`config.mk`:
```
export PLATFORM = sky130hd
export DESIGN_NAME = vca_multi
export DESIGN_NICKNAME = d
export VERILOG_FILES = /design/src/rtl/vca_pkg.sv /design/src/rtl/vca_mac_stage.sv /design/src/rtl/vca_multi.sv
export SDC_FILE = /design/constraint.sdc
export NUM_CORES = 1
export LEC_CHECK = 0
export BUFFER_PORTS_ARGS = -buffer_cell sky130_fd_sc_hd__buf_2
export CAP_MARGIN = 10
export CORE_MARGIN = 2
export CORE_UTILIZATION = 55
export DETAILED_ROUTE_END_ITERATION = 10
export GPL_TIMING_DRIVEN = 0
export PLACE_DENSITY = 0.76
export SYNTH_ARGS = -nofsm -noshare
export SYNTH_HDL_FRONTEND = slang
export SYNTH_SLANG_ARGS = --single-unit
```
`constraint.sdc`:
```
create_clock -name clk -period 16.3 [get_ports clk]
set_input_delay 1.63 -clock clk [delete_from_list [all_inputs] [get_ports clk]]
set_output_delay 1.63 -clock clk [all_outputs]
set_load 0.005 [all_outputs]
```
`src/rtl/vca_pkg.sv`:
```
// Shared types and arithmetic helpers for the multi-channel VCA.
package vca_pkg;

    typedef enum logic [2:0] {
        StIdle,
        StSlew,
        StMul,
        StFlush,
        StCommit
    } vca_state_e;

    // Arithmetic right shift by frac, then clamp to the signed range of a w-bit value (w <= 64).
    function automatic logic signed [63:0] sat_shift(input logic signed [63:0] prod,
                                                      input int unsigned        frac,
                                                      input int unsigned        w);
        logic signed [63:0] shifted;
        logic signed [63:0] hi;
        logic signed [63:0] lo;
        logic signed [63:0] res;
        shifted = prod >>> frac;
        hi      = (64'sd1 <<< (w - 1)) - 64'sd1;
        lo      = -(64'sd1 <<< (w - 1));
        if (shifted > hi) begin
            res = hi;
        end else if (shifted < lo) begin
            res = lo;
        end else begin
            res = shifted;
        end
        return res;
    endfunction

endpackage

```
`src/rtl/vca_mac_stage.sv`:
```
// Shared gain multiplier: registered product, then shift/saturate feeding the result capture.
module vca_mac_stage
    import vca_pkg::*;
#(
    parameter int unsigned W         = 16,
    parameter int unsigned GAIN_FRAC = 14,
    parameter int unsigned ChW       = 2
) (
    input  logic                clk,
    input  logic                rst_n,
    input  logic                valid_i,
    input  logic [ChW-1:0]      ch_i,
    input  logic signed [W-1:0] gain_i,
    input  logic signed [W-1:0] sample_i,
    output logic                valid_o,
    output logic [ChW-1:0]      ch_o,
    output logic signed [W-1:0] res_o
);

    localparam int unsigned PW = 2 * W;

    logic signed [PW-1:0] prod_d;
    logic signed [PW-1:0] prod_q;
    logic                 valid_q;
    logic [ChW-1:0]       ch_q;
    logic signed [63:0]   sat_full;
    logic                 unused_sat_hi;

    assign prod_d = PW'(gain_i) * PW'(sample_i);

    always_ff @(posedge clk or negedge rst_n) begin
        if (!rst_n) begin
            prod_q  <= '0;
            valid_q <= 1'b0;
            ch_q    <= '0;
        end else begin
            valid_q <= valid_i;
            if (valid_i) begin
                prod_q <= prod_d;
                ch_q   <= ch_i;
            end
        end
    end

    assign sat_full      = sat_shift(64'(prod_q), GAIN_FRAC, W);
    assign res_o         = sat_full[W-1:0];
    assign unused_sat_hi = ^sat_full[63:W];
    assign valid_o       = valid_q;
    assign ch_o          = ch_q;

endmodule

```
`src/rtl/vca_multi.sv`:
```
// Multi-channel VCA: channel 0 is the gain CV (passed through), the rest are scaled by the
// rectified, slew-limited CV through one time-multiplexed multiplier.
module vca_multi
    import vca_pkg::*;
#(
    parameter int unsigned W          = 16,
    parameter int unsigned N_CH       = 4,
    parameter int unsigned GAIN_FRAC  = 14,
    parameter int unsigned SLEW_SHIFT = 4
) (
    input  logic              clk,
    input  logic              rst_n,
    input  logic              sample_strobe,
    input  logic [N_CH*W-1:0] sample_in,
    output logic [N_CH*W-1:0] sample_out,
    output logic              out_valid,
    output logic              busy,
    output logic              overrun
);

    localparam int unsigned          ChW     = $clog2(N_CH);
    localparam int unsigned          WG      = W + 1;
    localparam logic [ChW-1:0]       LastCh  = ChW'(N_CH - 1);
    localparam logic signed [WG-1:0] StepOne = WG'(1);

    vca_state_e state_q, state_d;

    logic [ChW-1:0]       ch_q;
    logic signed [W-1:0]  gain_q, gain_d;
    logic signed [W-1:0]  frame_q  [N_CH];
    logic signed [W-1:0]  result_q [N_CH];
    logic signed [W-1:0]  result_d [N_CH];
    logic [N_CH*W-1:0]    sample_out_q, commit_vec;
    logic                 out_valid_q;
    logic                 accept, mac_in_valid, mac_valid;
    logic [ChW-1:0]       mac_ch;
    logic signed [W-1:0]  mac_res;
    logic signed [WG-1:0] target, diff, step_raw, step;

    assign accept = (state_q == StIdle) && sample_strobe;

    always_ff @(posedge clk or negedge rst_n) begin
        if (!rst_n) begin
            state_q <= StIdle;
        end else begin
            state_q <= state_d;
        end
    end

    always_comb begin
        state_d = state_q;
        unique case (state_q)
            StIdle:   if (sample_strobe) state_d = StSlew;
            StSlew:   state_d = StMul;
            StMul:    if (ch_q == LastCh) state_d = StFlush;
            StFlush:  state_d = StCommit;
            StCommit: state_d = StIdle;
            default:  state_d = StIdle;
        endcase
    end

    always_comb begin
        busy         = (state_q != StIdle);
        overrun      = sample_strobe && busy;
        mac_in_valid = (state_q == StMul);
    end

    // Fall back to a unit step when the shifted error is zero so the gain lands exactly on target.
    always_comb begin
        target   = (frame_q[0] > 0) ? WG'(frame_q[0]) : '0;
        diff     = target - WG'(gain_q);
        step_raw = diff >>> SLEW_SHIFT;
        if (step_raw != '0) begin
            step = step_raw;
        end else if (diff == '0) begin
            step = '0;
        end else begin
            step = diff[WG-1] ? -StepOne : StepOne;
        end
        gain_d = W'(WG'(gain_q) + step);
    end

    always_comb begin
        result_d = result_q;
        if (mac_valid) begin
            result_d[mac_ch] = mac_res;
        end
        commit_vec          = '0;
        commit_vec[W-1:0]   = frame_q[0];
        for (int k = 1; k < N_CH; k++) begin
            commit_vec[k*W +: W] = result_d[k];
        end
    end

    always_ff @(posedge clk or negedge rst_n) begin
        if (!rst_n) begin
            ch_q         <= '0;
            gain_q       <= '0;
            sample_out_q <= '0;
            out_valid_q  <= 1'b0;
            for (int k = 0; k < N_CH; k++) begin
                frame_q[k]  <= '0;
                result_q[k] <= '0;
            end
        end else begin
            result_q    <= result_d;
            out_valid_q <= (state_q == StFlush);
            if (accept) begin
                ch_q <= ChW'(1);
                for (int k = 0; k < N_CH; k++) begin
                    frame_q[k] <= sample_in[k*W +: W];
                end
            end else if (state_q == StMul) begin
                ch_q <= ch_q + ChW'(1);
            end
            if (state_q == StSlew) begin
                gain_q <= gain_d;
            end
            // Last product is captured via result_d in the same edge, so all channels commit at once.
            if (state_q == StFlush) begin
                sample_out_q <= commit_vec;
            end
        end
    end

    vca_mac_stage #(
        .W         (W),
        .GAIN_FRAC (GAIN_FRAC),
        .ChW       (ChW)
    ) u_mac (
        .clk      (clk),
        .rst_n    (rst_n),
        .valid_i  (mac_in_valid),
        .ch_i     (ch_q),
        .gain_i   (gain_q),
        .sample_i (frame_q[ch_q]),
        .valid_o  (mac_valid),
        .ch_o     (mac_ch),
        .res_o    (mac_res)
    );

    assign sample_out = sample_out_q;
    assign out_valid  = out_valid_q;

endmodule

```
==> metrics.md <==
| Metric | Value |
|---|---|
| Status | `complete, no violations` |
| Worst endpoint required time | `16690 ps` |
| First-pass GRT wire length | `80.6 mm` |
| Worst Tran Pin Value | `962 ps` |
| Routed vias/inst | `5.45` |
| Worst clock skew | `20.4 ps` |
| Setup crit start | `ch_q[1]` |
| Post-Syn Instances | `2050` |
| CTS tree | `built` |
| Clock-pin slew of the registers on the worst-case setup and hold paths | `60 ps` |
| Setup TNS | `0 ps` |
| Commonest register cell after synthesis | `dfrtp_1` |
| Post-route ant nets | `0` |
| Starting DRT DRC Count | `836` |
| Hold path startpoint | `sample_out[40]` |
| Post-cts gate resize count | `0` |
| DRT Wirelength | `49.2 mm` |
| Reg2reg start | `ch_q[1]` |
| Die area | `37400 um^2` |
| Placed cell count | `2645` |
| Crit path max fanout | `10` |
| #FFs+latches synth | `219` |
| Share of layout cells above drive strength 1 | `12.3%` |
| Cell accounting for the most synthesized area | `dfrtp_1` |
| Maximum clock rate | `114 MHz` |
| Netlist cell types | `66` |
| Post-cts hold buffer count | `0` |
| RSZ-0062 raised after global routing | `false` |
| First drt pass iteration count | `7` |
| Most used cell, CP | `fa_1` |
| Worst setup margin | `7560 ps` |
| Post-synth top cells | `nand2_1 (448), inv_1 (306), fa_1 (262)` |
| DR DRC count | `0` |
| Tmin final | `8740 ps` |
| Top-area cell type share of the netlist area | `27.8%` |
| Grt total ovfl | `0` |
| Number of synthesized flops with an enable pin | `0` |
| WS Path Type | `reg -> reg` |
| Largest net degree at the start of global routing | `119` |
| Crit-path slowest cell | `buf_1` |
| Syn avg cell area | `9.61 um^2` |
| Hold WC Path Type | `reg -> reg` |
| CP max stage delay | `670 ps` |
| GPL Wtd Cong | `0.928` |
| Post-synthesis sequential area ratio | `27.8%` |
| CTS Buffer Depth | `3` |
| Slew Limit Fails | `0` |
| Final hold viol count | `0` |
| Initial antenna violation count | `0` |
| Worst setup EP type | `flop` |
| YS warnings | `0` |
| Initial Util | `55.7%` |
| Die Height | `193 um` |
| Worst Setup Start Kind | `flop` |
| Mapped Nets | `2490` |
| Post-synthesis to final-layout area growth | `10.8%` |
| # clock sinks | `219` |
| Area contributors post-synth | `dfrtp_1 (28%), fa_1 (27%), nand2_1 (8.5%)` |
| Gr usage total | `26.9%` |
| Setup bufs post-CTS | `0` |
| Metal2 WL | `23.9 mm` |
| Final Non-Filler Cells | `2689` |
| Final setup violation count | `0` |
| IO Pins | `134` |
| Most instantiated library cell after synthesis | `nand2_1` |
| Max Cap Viol | `0` |
| Mapped cell area | `19700 um^2` |
| Routed len/inst | `18.3 um` |
| Buffers on Ports | `133` |
| Vias in the first global route | `15700` |
| Worst endpoint data arrival time | `9120 ps` |
| Post-place setup slack | `7610 ps` |
| Met3 WL post-DR | `2.96 mm` |
| Number of H-tree levels | `1` |
| Period utilisation layout | `53.6%` |
| Root buf cell | `clkbuf_16` |
| Std cell rows | `69` |
| Rel. slew slack | `35.4%` |
| Metal-1 WL | `20.6 mm` |
| Clk_lat worst skew | `540 ps` |
| Top Metal Used | `met4` |
| Share of flip-flops with an asynchronous set or reset | `100%` |
| Core Region | `35400 um^2` |
| Fin nets | `2650` |
| DIE WIDTH | `193 um` |
| CTS Buf Count | `24` |
| Placed wire-length estimate | `39.5 mm` |
| Routed vias | `14700` |
==> state kept, by name (all words and copies together), names as in the netlist <==
name           flops
out_valid          1
sample_out        64
state_q            3
gain_q            16
commit_vec        16
u_mac.valid_o      1
frame_q           48
result_q          48
u_mac.ch_o         2
u_mac.prod_q      18
ch_q               2
==> kinds of logic (layout without fill, tap and decap cells) <==
family                   Yosys count  after routing  synth area share (%)
other                              1              2                0.0190
AO/OA/AOI/OAI                    196            196                  6.29
buffers and inverters            394            571                  7.56
XOR/XNOR                          46             46                  2.04
AND/OR/NAND/NOR                  733            733                  16.7
multiplexers                      88             88                  5.87
adder cells (fa/ha/maj)          373            373                  33.7
flip-flops                       219            219                  27.8
==> layout make-up <==
| cell class | count | area [um^2] |
|---|---|---|
| buffer | 88 | 342 |
| sequential | 219 | 5480 |
| timing repair buffer | 134 | 703 |
| tap | 461 | 577 |
| clock buffer | 36 | 747 |
| clock inverter | 7 | 97.6 |
| inverter | 306 | 1150 |
| antenna | 1 | 2.50 |
| multi-input combinational | 1437 | 12700 |
| fill | 2948 | 13600 |
==> path summary, 6_finish.rpt <==
check,slack (ps),end,depth (start not counted)
max,7560,u_mac.prod_q[31],26
min,470,sample_out[40],2
max reg2reg,7560,u_mac.prod_q[31],26
min reg2reg,470,sample_out[40],2
max in group asynchronous,14100,commit_vec[13],2
min in group asynchronous,1140,result_q[25],1
==> cells in the final DEF (no fill, tap or decap), types with 5 or more instances in the layout <==
master     count
a211oi_1       8
a21o_1        14
a21oi_1       40
and2_1       126
and3_1         6
buf_1          7
buf_2        135
clkbuf_1      80
clkbuf_16     25
clkbuf_8       8
dfrtp_1      219
fa_1         262
ha_1         111
inv_1        306
mux2_2        70
mux4_2        15
nand2_1      448
nand2b_1       5
nand3_1       12
nand3b_1       6
nor2_1        69
nor2b_1       15
nor3_1        16
nor4_1         6
o21a_1         8
o21ai_0       79
o21ai_1       10
o31ai_1        5
or3_1          6
xnor2_1       31
xor2_1        15
==> stage by stage <==
| stage | utilization [%] | hold slack (ps) | area [um^2] |
|---|---|---|---|
| floorplan | - | 458 | 19700 |
| global placement | 59.2 | 453 | 20900 |
| detailed placement | 59.3 | 457 | 21000 |
| CTS | 61.7 | 471 | 21800 |
| global route | 61.7 | 495 | 21800 |
| finish | 61.7 | 466 | 21800 |
==> worst max-delay path, delay by kind of cell, from the launching register on <==
family	cells	cell delay (ps)
flops	1	340
mux	1	520
compound gates	7	1750
buf+inv	8	1700
xor+xnor	1	520
simple gates	2	380
fa+ha+maj	7	3360
==> metal layers <==
metal  GRT usage [%]  up-vias
met2            45.0      447
li1                -     6717
met3            3.96      114
met1            35.8     7387
met4            10.3        0
met5               0        -
Power is not shown: default switching activity piles up to over one toggle a cycle in this logic, so the estimate is an artifact.
